## src/rtl/y86_imem_encoder_if.sv

```systemverilog
// Instruction-field request and byte-write bus between the program loader
// and the Y86-64 instruction memory encoder.
interface y86_imem_encoder_if;
   logic        load_pc_i;
   logic [63:0] start_pc_i;
   logic        instr_valid_i;
   logic        instr_ready_o;
   logic [3:0]  icode_i;
   logic [3:0]  ifun_i;
   logic [3:0]  rA_i;
   logic [3:0]  rB_i;
   logic [63:0] valC_i;
   logic        wr_en_o;
   logic [63:0] wr_addr_o;
   logic [7:0]  wr_data_o;
   logic [63:0] pc_o;
   logic        busy_o;
   logic        done_o;
   logic        err_invalid_o;
   logic        err_bounds_o;

   modport master (
      output load_pc_i, start_pc_i, instr_valid_i, icode_i, ifun_i, rA_i, rB_i, valC_i,
      input  instr_ready_o, wr_en_o, wr_addr_o, wr_data_o, pc_o, busy_o, done_o,
             err_invalid_o, err_bounds_o
   );

   modport slave (
      input  load_pc_i, start_pc_i, instr_valid_i, icode_i, ifun_i, rA_i, rB_i, valC_i,
      output instr_ready_o, wr_en_o, wr_addr_o, wr_data_o, pc_o, busy_o, done_o,
             err_invalid_o, err_bounds_o
   );
endinterface

```

## src/rtl/y86_imem_encoder.sv

```systemverilog
// Y86-64 instruction encoder: turns decoded fields into the instruction byte
// stream, writing one byte per cycle into instruction memory at the write PC.
module y86_imem_encoder #(
   parameter int IMEM_DEPTH = 1024
) (
   input logic             clk_i,
   input logic             rst_n_i,
   y86_imem_encoder_if.slave bus
);

   typedef enum logic {IDLE, WRITE} state_t;

   state_t      state, state_nxt;
   logic [3:0]  k, k_nxt;
   logic [3:0]  len_q, in_len;
   logic [3:0]  icode_q, ifun_q, ra_q, rb_q;
   logic [63:0] valc_q;
   logic        capture, accept, over;
   logic        wr_en_nxt, done_nxt, err_inv_nxt, err_bnd_nxt, busy_nxt;
   logic [63:0] wr_addr_nxt, pc_nxt;
   logic [7:0]  wr_data_nxt;

   // Instruction length in bytes; 0 marks an invalid icode.
   function automatic logic [3:0] len_of(input logic [3:0] icode);
      case (icode)
         4'h0, 4'h1, 4'h9:             len_of = 4'd1;
         4'h2, 4'h6, 4'hA, 4'hB:       len_of = 4'd2;
         4'h3, 4'h4, 4'h5:             len_of = 4'd10;
         4'h7, 4'h8:                   len_of = 4'd9;
         default:                      len_of = 4'd0;
      endcase
   endfunction

   // Byte k of the encoding: opcode, optional register byte, then valC LSB first.
   function automatic logic [7:0] enc_byte(input logic [3:0] icode, input logic [3:0] ifun,
                                           input logic [3:0] ra, input logic [3:0] rb,
                                           input logic [63:0] valc, input logic [3:0] idx);
      logic        has_reg;
      logic [3:0]  vidx;
      logic [63:0] sh;
      has_reg = icode inside {4'h2, 4'h3, 4'h4, 4'h5, 4'h6, 4'hA, 4'hB};
      vidx    = idx - 4'd1 - {3'b000, has_reg};
      sh      = valc >> {vidx, 3'b000};
      if (idx == 4'd0)              enc_byte = {icode, ifun};
      else if (has_reg && idx == 4'd1) enc_byte = {ra, rb};
      else                          enc_byte = sh[7:0];
   endfunction

   assign in_len            = len_of(bus.icode_i);
   assign bus.instr_ready_o = rst_n_i && (state == IDLE) && !bus.err_bounds_o && !bus.load_pc_i;
   assign accept            = bus.instr_valid_i && bus.instr_ready_o;
   // 65-bit sum so a write PC near 2^64 cannot wrap past the bound.
   assign over              = ({1'b0, bus.pc_o} + {61'd0, in_len}) > 65'(IMEM_DEPTH);

   // State register.
   always_ff @(posedge clk_i or negedge rst_n_i) begin
      if (!rst_n_i) state <= IDLE;
      else          state <= state_nxt;
   end

   // Next state and next values of all registered outputs.
   always_comb begin
      state_nxt   = state;
      k_nxt       = k;
      capture     = 1'b0;
      wr_en_nxt   = 1'b0;
      wr_addr_nxt = bus.wr_addr_o;
      wr_data_nxt = bus.wr_data_o;
      done_nxt    = 1'b0;
      err_inv_nxt = 1'b0;
      err_bnd_nxt = bus.err_bounds_o;
      pc_nxt      = bus.pc_o;
      if (bus.load_pc_i) begin
         state_nxt   = IDLE;
         k_nxt       = 4'd0;
         pc_nxt      = bus.start_pc_i;
         err_bnd_nxt = 1'b0;
      end else begin
         case (state)
            IDLE: if (accept) begin
               if (in_len == 4'd0) err_inv_nxt = 1'b1;
               else if (over)      err_bnd_nxt = 1'b1;
               else begin
                  capture     = 1'b1;
                  state_nxt   = WRITE;
                  k_nxt       = 4'd0;
                  wr_en_nxt   = 1'b1;
                  wr_addr_nxt = bus.pc_o;
                  wr_data_nxt = enc_byte(bus.icode_i, bus.ifun_i, bus.rA_i, bus.rB_i,
                                         bus.valC_i, 4'd0);
                  done_nxt    = (in_len == 4'd1);
               end
            end
            WRITE: if (k == len_q - 4'd1) begin
               state_nxt = IDLE;
               k_nxt     = 4'd0;
               pc_nxt    = bus.pc_o + {60'd0, len_q};
            end else begin
               k_nxt       = k + 4'd1;
               wr_en_nxt   = 1'b1;
               wr_addr_nxt = bus.pc_o + {60'd0, k} + 64'd1;
               wr_data_nxt = enc_byte(icode_q, ifun_q, ra_q, rb_q, valc_q, k + 4'd1);
               done_nxt    = (k + 4'd2 == len_q);
            end
            default: state_nxt = IDLE;
         endcase
      end
      busy_nxt = (state_nxt == WRITE);
   end

   // Output, byte-index and write-PC registers.
   always_ff @(posedge clk_i or negedge rst_n_i) begin
      if (!rst_n_i) begin
         k                 <= 4'd0;
         bus.wr_en_o       <= 1'b0;
         bus.wr_addr_o     <= 64'd0;
         bus.wr_data_o     <= 8'd0;
         bus.pc_o          <= 64'd0;
         bus.busy_o        <= 1'b0;
         bus.done_o        <= 1'b0;
         bus.err_invalid_o <= 1'b0;
         bus.err_bounds_o  <= 1'b0;
      end else begin
         k                 <= k_nxt;
         bus.wr_en_o       <= wr_en_nxt;
         bus.wr_addr_o     <= wr_addr_nxt;
         bus.wr_data_o     <= wr_data_nxt;
         bus.pc_o          <= pc_nxt;
         bus.busy_o        <= busy_nxt;
         bus.done_o        <= done_nxt;
         bus.err_invalid_o <= err_inv_nxt;
         bus.err_bounds_o  <= err_bnd_nxt;
      end
   end

   // Captured instruction fields, held for the remaining bytes.
   always_ff @(posedge clk_i or negedge rst_n_i) begin
      if (!rst_n_i) begin
         len_q   <= 4'd0;
         icode_q <= 4'd0;
         ifun_q  <= 4'd0;
         ra_q    <= 4'd0;
         rb_q    <= 4'd0;
         valc_q  <= 64'd0;
      end else if (capture) begin
         len_q   <= in_len;
         icode_q <= bus.icode_i;
         ifun_q  <= bus.ifun_i;
         ra_q    <= bus.rA_i;
         rb_q    <= bus.rB_i;
         valc_q  <= bus.valC_i;
      end
   end

endmodule

```

## src/flat_wrapper.sv

```systemverilog
// flat-port wrapper written by rule: the top's interface ports become plain ports
module y86_imem_encoder_flat 
#(
   parameter int IMEM_DEPTH = 1024
)
  (clk_i, rst_n_i, bus_load_pc_i, bus_start_pc_i, bus_instr_valid_i, bus_icode_i, bus_ifun_i, bus_rA_i, bus_rB_i, bus_valC_i, bus_instr_ready_o, bus_wr_en_o, bus_wr_addr_o, bus_wr_data_o, bus_pc_o, bus_busy_o, bus_done_o, bus_err_invalid_o, bus_err_bounds_o);
  y86_imem_encoder_if bus_i ();
  input logic clk_i;
  input logic rst_n_i;
  input wire logic [$bits(bus_i.load_pc_i)-1:0] bus_load_pc_i;
  input wire logic [$bits(bus_i.start_pc_i)-1:0] bus_start_pc_i;
  input wire logic [$bits(bus_i.instr_valid_i)-1:0] bus_instr_valid_i;
  input wire logic [$bits(bus_i.icode_i)-1:0] bus_icode_i;
  input wire logic [$bits(bus_i.ifun_i)-1:0] bus_ifun_i;
  input wire logic [$bits(bus_i.rA_i)-1:0] bus_rA_i;
  input wire logic [$bits(bus_i.rB_i)-1:0] bus_rB_i;
  input wire logic [$bits(bus_i.valC_i)-1:0] bus_valC_i;
  output wire logic [$bits(bus_i.instr_ready_o)-1:0] bus_instr_ready_o;
  output wire logic [$bits(bus_i.wr_en_o)-1:0] bus_wr_en_o;
  output wire logic [$bits(bus_i.wr_addr_o)-1:0] bus_wr_addr_o;
  output wire logic [$bits(bus_i.wr_data_o)-1:0] bus_wr_data_o;
  output wire logic [$bits(bus_i.pc_o)-1:0] bus_pc_o;
  output wire logic [$bits(bus_i.busy_o)-1:0] bus_busy_o;
  output wire logic [$bits(bus_i.done_o)-1:0] bus_done_o;
  output wire logic [$bits(bus_i.err_invalid_o)-1:0] bus_err_invalid_o;
  output wire logic [$bits(bus_i.err_bounds_o)-1:0] bus_err_bounds_o;
  assign bus_i.load_pc_i = bus_load_pc_i;
  assign bus_i.start_pc_i = bus_start_pc_i;
  assign bus_i.instr_valid_i = bus_instr_valid_i;
  assign bus_i.icode_i = bus_icode_i;
  assign bus_i.ifun_i = bus_ifun_i;
  assign bus_i.rA_i = bus_rA_i;
  assign bus_i.rB_i = bus_rB_i;
  assign bus_i.valC_i = bus_valC_i;
  assign bus_instr_ready_o = bus_i.instr_ready_o;
  assign bus_wr_en_o = bus_i.wr_en_o;
  assign bus_wr_addr_o = bus_i.wr_addr_o;
  assign bus_wr_data_o = bus_i.wr_data_o;
  assign bus_pc_o = bus_i.pc_o;
  assign bus_busy_o = bus_i.busy_o;
  assign bus_done_o = bus_i.done_o;
  assign bus_err_invalid_o = bus_i.err_invalid_o;
  assign bus_err_bounds_o = bus_i.err_bounds_o;
  y86_imem_encoder #(.IMEM_DEPTH(IMEM_DEPTH)) u_core (.clk_i(clk_i), .rst_n_i(rst_n_i), .bus(bus_i));
endmodule
```

## config.mk

```make
export PLATFORM = sky130hd
export DESIGN_NAME = y86_imem_encoder_flat
export DESIGN_NICKNAME = d
export VERILOG_FILES = /design/src/rtl/y86_imem_encoder_if.sv /design/src/rtl/y86_imem_encoder.sv /design/src/flat_wrapper.sv
export SDC_FILE = /design/constraint.sdc
export NUM_CORES = 1
export LEC_CHECK = 0
export BUFFER_PORTS_ARGS = -buffer_cell sky130_fd_sc_hd__buf_2
export CORE_ASPECT_RATIO = 1.5
export CORE_MARGIN = 2
export CORE_UTILIZATION = 40
export CTS_CLUSTER_SIZE = 30
export DETAILED_ROUTE_END_ITERATION = 6
export SLEW_MARGIN = 20
export SYNTH_ARGS = -nofsm -noshare
export SYNTH_HDL_FRONTEND = slang
export SYNTH_SLANG_ARGS = --single-unit
```

## constraint.sdc

```tcl
create_clock -name clk_i -period 4.9 [get_ports clk_i]
set_clock_uncertainty 0.2 [all_clocks]
set_input_delay 1.47 -clock clk_i [delete_from_list [all_inputs] [get_ports clk_i]]
set_output_delay 1.47 -clock clk_i [all_outputs]
set_load 0.01 [all_outputs]
```

# == Word-level counts from Yosys, hierarchy flattened ==
# Memory sizes are Yosys's and may differ from the RTL's.
# Index checks and enable logic that the tools add are counted.
# word_totals
reg_bits,228
mem_bits_ro,48
in_bits,148
output_inout_bits,142
elab_cells,110
n_memories,1
# op_classes
n_addsub,9
order_cmp,1
n_eq_ne,20
n_shift,1
muxes,44
bitwise,2
n_reduce_logical,18
# memory_table
name,words,width,read_ports,rd_ports_with_merged_regs,wr,line_no,source
(no name shown),16,3,1,0,0,y86_imem_encoder.sv:25,case (icode)
# ops
cell,count
$mux 64,7
$add 64x4->64,2
$pmux 64 s2,1
$add 64x4->65,1
$gt 65x11->1 const B,1
$add 64x1->64 const B,1
$shr 64x7->8,1
$mux 8,6
$mux 1,21
$mux 4,5
$pmux 8 s2,1
$eq 4x3->1 const B,3
$ne 2x2->1 const B,5
$eq 4x1->1 const B,2
$eq 4x2->1 const B,2
$eq 4x4->1,2
$eq 4x4->1 const B,2
$logic_not 4->1,2
$pmux 4 s2,1
$reduce_bool 2->1,4
$sub 4x1->4 const B,2
$reduce_bool 7->1,1
$ne 3x3->1 const B,2
$logic_and 1x1->1,5
12 further kinds,15

# == Logic depth before layout (Yosys ltp) ==
# Gate-level depths: netlist of the first run.
# depth
word_depth,8
depth_mapped,18
depth_no_buf,15

# == Worst setup path before layout of the first run ==
# Ideal clock, no wire load.
# synth_path
path_type,input to register
startpoint,input port bus_icode_i[3]
endpoint,register u_core.bus.wr_addr_o[0]
setup_ns,0.127
arrival_time_ns,5.247
t_required_ns,4.573
slack_ns,-0.675
path_stages,17
n_path_buf,2
path_cell_list,inv_1 -> nand4_1 -> o21ai_0 -> ha_1 -> inv_1 -> fa_1 -> nand3b_1 -> a2111o_1 -> buf_2 -> a221oi_1 -> o211ai_1 -> or4_1 -> nor4_1 -> nand4_1 -> o21ai_4 -> buf_6 -> mux2_1
# synth_via
elab_chain_cells,5
elab_cells_between_ends,7
cone_classes,1 x add/sub; 1 x order compare; 2 x eq/ne; 2 x reduce/logical; 1 x memory
# synth_rtl
element,line_no,source
"start, declared",flat_wrapper.sv:13,input wire logic [$bits(bus_i.icode_i)-1:0] bus_icode_i;
$mem_v2 16x3 *,--,
via u_core.in_len[0],y86_imem_encoder.sv:15,"logic [3:0] len_q, in_len;"
$add 64x4->65,y86_imem_encoder.sv:53,"assign over = ({1'b0, bus.pc_o} + {61'd0, in_len}) > 65'(IMEM_DEPTH);"
$gt 65x11->1,y86_imem_encoder.sv:53,
$ne 2x2->1 (no line),--,
$reduce_and 5->1 (no line) *,--,
"end signal, assigned",y86_imem_encoder.sv:126,bus.wr_addr_o <= wr_addr_nxt;
"end, declared",y86_imem_encoder_if.sv:30,"output instr_ready_o, wr_en_o, wr_addr_o, wr_data_o, pc_o, busy_o, done_o,"
# The timed path passes the listed nets; every way through them passes the cells marked *.
# A chain may end at the register's enable or synchronous reset.

# == Final worst setup path of the first run ==
# layout_path
startpoint,input port bus_icode_i[3]
endpoint,register u_core.valc_q[5]
# layout_via
elab_chain_cells,8
elab_cells_between_ends,9
cone_classes,1 x add/sub; 1 x order compare; 5 x mux; 1 x reduce/logical; 1 x memory
# layout_rtl
element,line_no,source
$mem_v2 16x3 *,--,
via u_core.in_len[0],y86_imem_encoder.sv:15,
$add 64x4->65,y86_imem_encoder.sv:53,
$gt 65x11->1,y86_imem_encoder.sv:53,
$mux 1,y86_imem_encoder.sv:82,else if (over) err_bnd_nxt = 1'b1;
$mux 1 *,y86_imem_encoder.sv:81,if (in_len == 4'd0) err_inv_nxt = 1'b1;
$mux 1 *,y86_imem_encoder.sv:80,IDLE: if (accept) begin
$mux 1 *,y86_imem_encoder.sv:79,case (state)
$mux 1 *,y86_imem_encoder.sv:73,if (bus.load_pc_i) begin
"end signal, assigned",y86_imem_encoder.sv:151,valc_q <= bus.valC_i;
"end, declared",y86_imem_encoder.sv:17,logic [63:0] valc_q;
# Marked as above.

==> results.yml, run 1 <==
floorplanning:
  start_util_pct: 40.5
  dieArea_mm2: 0.0370
  die_h_um: 234
  rows: 84
  io_pins: 290
  core_area_mm2: 0.0350
  die_w_um: 158
worst_setup_path:
  crit_path_start_kind: "input pin"
  end_kind: "register"
  path_max_fanout: 6
  criticalPathCategory: "input pin to register"
  cp_data_required_time_ns: 5.12
  cp.arrival_ns: 5.71
min_path:
  hold_path_class: "register to register"
pwr:
  p_leak_nw: 8.89
  p_per_area_mw_per_mm2: 236
  peakVddDrop_mv: 0.196
detailed_routing:
  drtAntennaViolNets: 0
  drt_iter0_markers: 1082
  first_pass_iters: 5
  drcViolationCount: 0
  wl_um: 60900
  vias_per_cell: 5.71
  wl_per_cell_um: 25.7
  num_vias: 13500
clocking:
  cts.sinks: 227
  ctsRootBufferMaster: "clkbuf_16"
  clk_latency_ns: 0.55
  hold_buffers: 0
  clk_pin_slew_ns: 0.06
  cts_buffers: 23
  cts-htree-levels: 1
  clk_path_buf_depth: 3
  cts_tree: "yes"
synth:
  synth-seq-cells: 227
  synth.top_cell.area_share_pct: 40.1
  seq_area_frac_synth_pct: 40.1
  async_reset_ff_share_pct: 100
  avgSynthCellArea_um2: 9.80
  synthTopCellsByArea: "dfrtp_1 (40%), mux2_1 (7.2%), xnor2_1 (5.8%), mux2_2 (4.9%), nand2_1 (4.1%)"
  synth_edf_count: 0
  netlist_area_mm2: 0.0142
  synthFlopType: "dfrtp_1"
  synth_fp_nets: 1614
  synth_cell_types: 72
  synth_area_leader_cell: "dfrtp_1"
  yosysWarnings: 0
  synthCells: 1446
finish:
  insertedDiodeCount: 0
  design_area_mm2: 0.0194
  syn2layout_area_growth_pct: 37.1
  drive_above_1_share_pct: 41.0
  nFillCells: 3200
  num-nets-final: 2047
timing:
  slew_headroom_pct: 24.3
  layout_min_cycle_time_ns: 5.49
  hold_viol: 0
  grt_setup_unrepaired: "true"
  setup_ws_ns: -0.591
  slew_viol_final: 0
  fmax_mhz: 182
  worst_pin_slew_ns: 1.13
  finalSetupViolCount: 159
  timing.hold.ws_ns: 0.288
  fin_crit_sh_pct: 112
flow_run:
  cap_violations: 0
placement:
  dpl_cell_area_mm2: 0.0174
  dpl.hpwl_um: 45900
  io_buffer_count: 289
  place_congestion: 1.05
global_route:
  grt_pass1_vias: 13900
  antenna_found_initial: 0
  grt_pass1_wl_um: 88500
  grt_overflow: 0
  grt_usage_pct: 32.3
  grt_max_degree: 82
outcome:
  violations: "setup timing"
  outcome: "finished with violations"
## per-stage QoR
stage	total power, W	TNS (ns)	utilization, %	std cells	setup WS, ns
after detailed placement	0.00277	-213.15	49.7	2289	-1.42
after floorplan	0.00236	-60.19	-	1446	-0.411
after global placement	0.00277	-206.07	49.7	2289	-1.34
after CTS	0.00459	-73.84	55.3	2370	-0.564
after global routing	0.00475	-95.22	55.5	2369	-0.672
final	0.00459	-79.44	55.5	2369	-0.591
## layout by cell type (no fill, tap or decap), types with 58 or more instances in the layout
master / count
nor2_1: 87
nand2_1: 155
buf_2: 283
buf_4: 178
xnor2_1: 94
o21ai_0: 86
nand4_1: 71
dfrtp_1: 227
mux2_4: 146
xor2_1: 58
## Yosys cell counts (5+ instances only)
library cell and count:
dfrtp_1 227, or3_1 14, mux2i_1 20, mux4_2 16
or2_2 10, buf_2 23, mux2_2 62, xor2_1 58
xnor2_1 94, mux2_1 91, nor3_1 39, o211ai_1 22
o21ai_0 92, clkbuf_1 58, and3_1 7, nand4_1 71
a21oi_1 23, nor2_1 91, ha_1 17, nor4_1 31
o2111ai_1 5, buf_1 6, nor2b_1 7, inv_1 37
and2_1 7, buf_4 6, nand2_1 156, a31oi_1 5
buf_6 14, nand3_1 33, and4_1 17, or4_1 6
## layout make-up
type	instances	area [µm²]	share of cell area [%]
multi-input combinational	1075	8610	44.3
sequential	227	5680	29.2
timing repair buffer	515	3630	18.7
clock buffer	34	687	3.54
tap	473	592	3.05
inverter	37	151	0.779
clock inverter	8	71.3	0.367
## sequential cells by signal, indices dropped and copies added (netlist names)
name / flops
u_core.k: 4
u_core.rb_q: 4
u_core.ra_q: 4
u_core.bus.wr_addr_o: 64
u_core.bus.wr_data_o: 8
u_core.bus.done_o: 1
u_core.bus.err_invalid_o: 1
u_core.len_q: 3
u_core.ifun_q: 4
u_core.bus.wr_en_o: 1
u_core.bus.err_bounds_o: 1
u_core.icode_q: 4
u_core.valc_q: 64
u_core.bus.pc_o: 64
## worst max-delay path, cell delays in order
cell	delay, ns
buf_12	0.11
clkinv_8	0.03
nand4_1	0.06
o21ai_1	0.09
buf_4	0.16
ha_4	0.13
inv_2	0.04
fa_2	0.35
nand3b_1	0.19
a2111o_1	0.44
buf_6	0.14
nor2_4	0.10
nand2_2	0.08
a2111oi_4	0.31
nor4b_4	0.32
buf_4	0.16
nand4_1	0.14
buf_6	0.17
nor4_4	0.29
buf_4	0.19
buf_12	0.14
buf_8	0.13
buf_16	0.12
mux2_4	0.31
## cell families after synthesis
kind of cell    share of synthesized area, %
xor+xnor                                9.40
simple gates                            19.1
buf+inv                                 4.92
compound gates                          8.43
fa+ha+maj                               1.93
flops                                   40.1
mux                                     16.1
## what timing repair did
item                       in CTS  in global routing
setup buffers                  29                 10
pin swaps                      20                 19
cloned                         13                  2
setup endpoints to repair     162                162
resized for setup             163                 56
## routing by layer
metal  vias up  global-route usage [%]  wire length, µm
met5         -                       0                0
met4         0                    21.9             4990
met3       208                    4.47             3390
met2       631                    57.8            31000
met1      6628                    35.2            21500
li1       6053                       -                -
## worst paths after layout
path                                     startpoint                  endpoint  slack [ns]  cells past startpoint
setup / recovery                     bus_icode_i[3]          u_core.valc_q[5]       -0.59                     24
hold / removal             u_core.bus.wr_addr_o[30]  u_core.bus.wr_addr_o[30]        0.29                      1
setup reg to reg                u_core.bus.pc_o[32]          u_core.valc_q[5]        0.13                     16
hold reg to reg            u_core.bus.wr_addr_o[30]  u_core.bus.wr_addr_o[30]        0.29                      1
max in group asynchronous                   rst_n_i         u_core.valc_q[29]        2.11                      4
min in group asynchronous                   rst_n_i       u_core.bus.pc_o[25]        0.73                      2
## report_power, final
group	internal (W)	switching, W	total [W]
Combinational	0.000314	0.000452	0.000766
Sequential	0.00192	0.0000941	0.00202
Clock	0.00102	0.000786	0.00181
Total	0.00326	0.00133	0.00459
No activity file was read; power rests on OpenSTA's default activity.
==> run 2, diff against run 1 <==
Settings changed: CAP_MARGIN from default to 20, CORE_UTILIZATION 40 to 56, PLACE_DENSITY from default to 0.81.
==> run 2 against run 1 <==
Effect of this change:
- the run still ends with setup timing left
- global-route usage is 15 points higher
- routed wire length is 10% higher
- fmax fell by 3.4%
- via count up 11%
- first-iteration DRC count increased by 65%
- sequential cell count unchanged
- largest power group unchanged
- highest routed layer is now met5
==> results.yml, run 2 (synthesized netlist as in run 1, its figures left out) <==
clocking:
  hold_buffers: 0
  cts.sinks: 227
  cts_buffers: 22
  clk_latency_ns: 0.54
  clk_path_buf_depth: 3
  ctsRootBufferMaster: "clkbuf_16"
  cts_tree: "yes"
  clk_pin_slew_ns: 0.07
  cts-htree-levels: 1
floorplanning:
  dieArea_mm2: 0.0266
  die_w_um: 134
  io_pins: 290
  die_h_um: 199
  rows: 71
  core_area_mm2: 0.0250
  start_util_pct: 56.8
global_route:
  grt_overflow: 0
  grt_pass1_vias: 15100
  grt_max_degree: 81
  grt_pass1_wl_um: 93900
  grt_usage_pct: 47.4
  antenna_found_initial: 8
detailed_routing:
  top_layer: "met5"
  first_pass_iters: 6
  wl_per_cell_um: 30.4
  met2_length_um: 31200
  wl_um: 67100
  drtAntennaViolNets: 0
  m1WireLength_um: 21100
  num_vias: 15000
  drt_iter0_markers: 1784
  drcViolationCount: 0
  vias_per_cell: 6.79
  wl_met3_um: 6630
finish:
  reg_top3: "u_core.bus.pc_o (64), u_core.bus.wr_addr_o (64), u_core.valc_q (64)"
  mostFrequentLayoutCell: "buf_2"
  regArea_mm2: 0.00568
  final_cell_mix: "buf_2 (283), dfrtp_1 (227), nand2_1 (154)"
  syn2layout_area_growth_pct: 35.1
  layout.cells.non_filler: 2203
  drive_above_1_share_pct: 40.4
  finish.utilization_pct: 76.7
  multi_input_area_mm2: 0.00859
  num-nets-final: 2020
  nFillCells: 1579
outcome:
  violations: "setup timing"
  outcome: "finished with violations"
worst_setup_path:
  r2r-end: "u_core.bus.wr_addr_o[63]"
  cp.arrival_ns: 5.90
  crit_path_start_kind: "input pin"
  r2r_slack_ns: 0.20
  path_max_fanout: 18
  criticalPathCategory: "input pin to register"
  r2r-start: "u_core.bus.pc_o[1]"
  cp_data_required_time_ns: 5.11
  reg2reg_depth: 19
  end_kind: "register"
min_path:
  min_path_cells: 1
  hp-start: "u_core.bus.wr_addr_o[27]"
  hold_path_class: "register to register"
  min_to: "u_core.bus.wr_addr_o[27]"
pwr:
  p_per_area_mw_per_mm2: 242
  p_leak_nw: 8.76
  peakVddDrop_mv: 0.325
timing:
  hold_viol: 0
  slew_viol_final: 0
  grt_setup_unrepaired: "true"
  finalSetupViolCount: 161
  layout_min_cycle_time_ns: 5.68
  worst_pin_slew_ns: 0.972
  slew_headroom_pct: 35.2
  setup_ws_ns: -0.784
  fmax_mhz: 176
  fin_crit_sh_pct: 116
placement:
  io_buffer_count: 289
  dpl.hpwl_um: 41900
  place_congestion: 1.04
  dpl.cell_count: 2101
flow_run:
  cap_violations: 0
==> run 2: cell types whose count changed in the layout (fill, tap and decap cells not counted), moves of 5 or more <==
cell,before,now
mux2_4,146,141
mux2_2,3,11
o21ai_1,7,2
buf_8,11,4
buf_16,5,13
buf_4,178,151
diode_2,0,7
==> run 2: area by class of cell <==
cell class | instances | area share [%]
Multi-Input combinational cell | 1075 | 44.9
Sequential cell | 227 | 29.7
Timing Repair Buffer | 489 | 18.4
Clock buffer | 32 | 3.50
Tap cell | 328 | 2.14
Inverter | 37 | 0.791
Clock inverter | 8 | 0.523
Antenna cell | 7 | 0.0915
==> run 2: where the power goes <==
group / switching, W / leakage [nW] / internal (W)
Clock: 0.000799 / 0.379 / 0.00106
Combinational: 0.000428 / 5.35 / 0.000295
Sequential: 0.000124 / 3.03 / 0.00192
Total: 0.00135 / 8.76 / 0.00327
==> run 2: worst max-delay path: stages <==
cell and delay (ns):
buf_12 0.11, clkinv_8 0.04, nand4_1 0.16, o21ai_2 0.15, ha_2 0.25, inv_2 0.05
fa_2 0.36, nand3b_1 0.20, a2111o_1 0.44, buf_6 0.14, buf_6 0.11, nand2_2 0.07
buf_4 0.12, buf_4 0.09, buf_4 0.09, buf_4 0.09, o211a_1 0.16, nand4_1 0.17
nor4_4 0.30, nand4_1 0.27, o21ai_4 0.32, buf_8 0.19, buf_16 0.20, mux2_4 0.33
==> run 2: worst max path at each step <==
stage / startpoint / slack (ns) / end
3_3_place_gp: bus_icode_i[1] / -1.11 / u_core.bus.wr_addr_o[9]
4_1_cts: bus_icode_i[3] / -0.43 / u_core.valc_q[48]
2_1_floorplan: bus_icode_i[3] / -0.41 / u_core.valc_q[28]
3_5_place_dp: bus_icode_i[1] / -1.15 / u_core.bus.wr_addr_o[17]
6_report: bus_icode_i[3] / -0.78 / u_core.bus.wr_addr_o[63]
5_1_grt: bus_icode_i[3] / -0.78 / u_core.bus.wr_addr_o[63]
==> run 2: metal layers <==
layer / global-route usage (%) / vias up
li1: - / 6000
met1: 50.0 / 7112
met2: 80.1 / 1301
met3: 9.66 / 536
met4: 41.6 / 2
met5: 0 / -
==> run 2: what timing repair did <==
action / CTS / global route
pin swaps: 10 / 22
gates resized for setup: 157 / 45
cloned: 16 / 1
endpoints found under the setup margin: 161 / 162
setup buffers: 31 / 14
==> run 2: stage by stage <==
stage               setup TNS, ns  area (µm²)  setup slack (ns)  hold WS, ns  total power, W
finish                    -108.92       19100            -0.784        0.312         0.00462
global route              -109.20       19100            -0.784        0.317         0.00472
CTS                        -58.37       18900            -0.431        0.285         0.00454
detailed placement        -168.78       16900             -1.15        0.271         0.00271
global placement          -163.22       16900             -1.11        0.263         0.00269
floorplan                  -60.19       14400            -0.411        0.253         0.00236
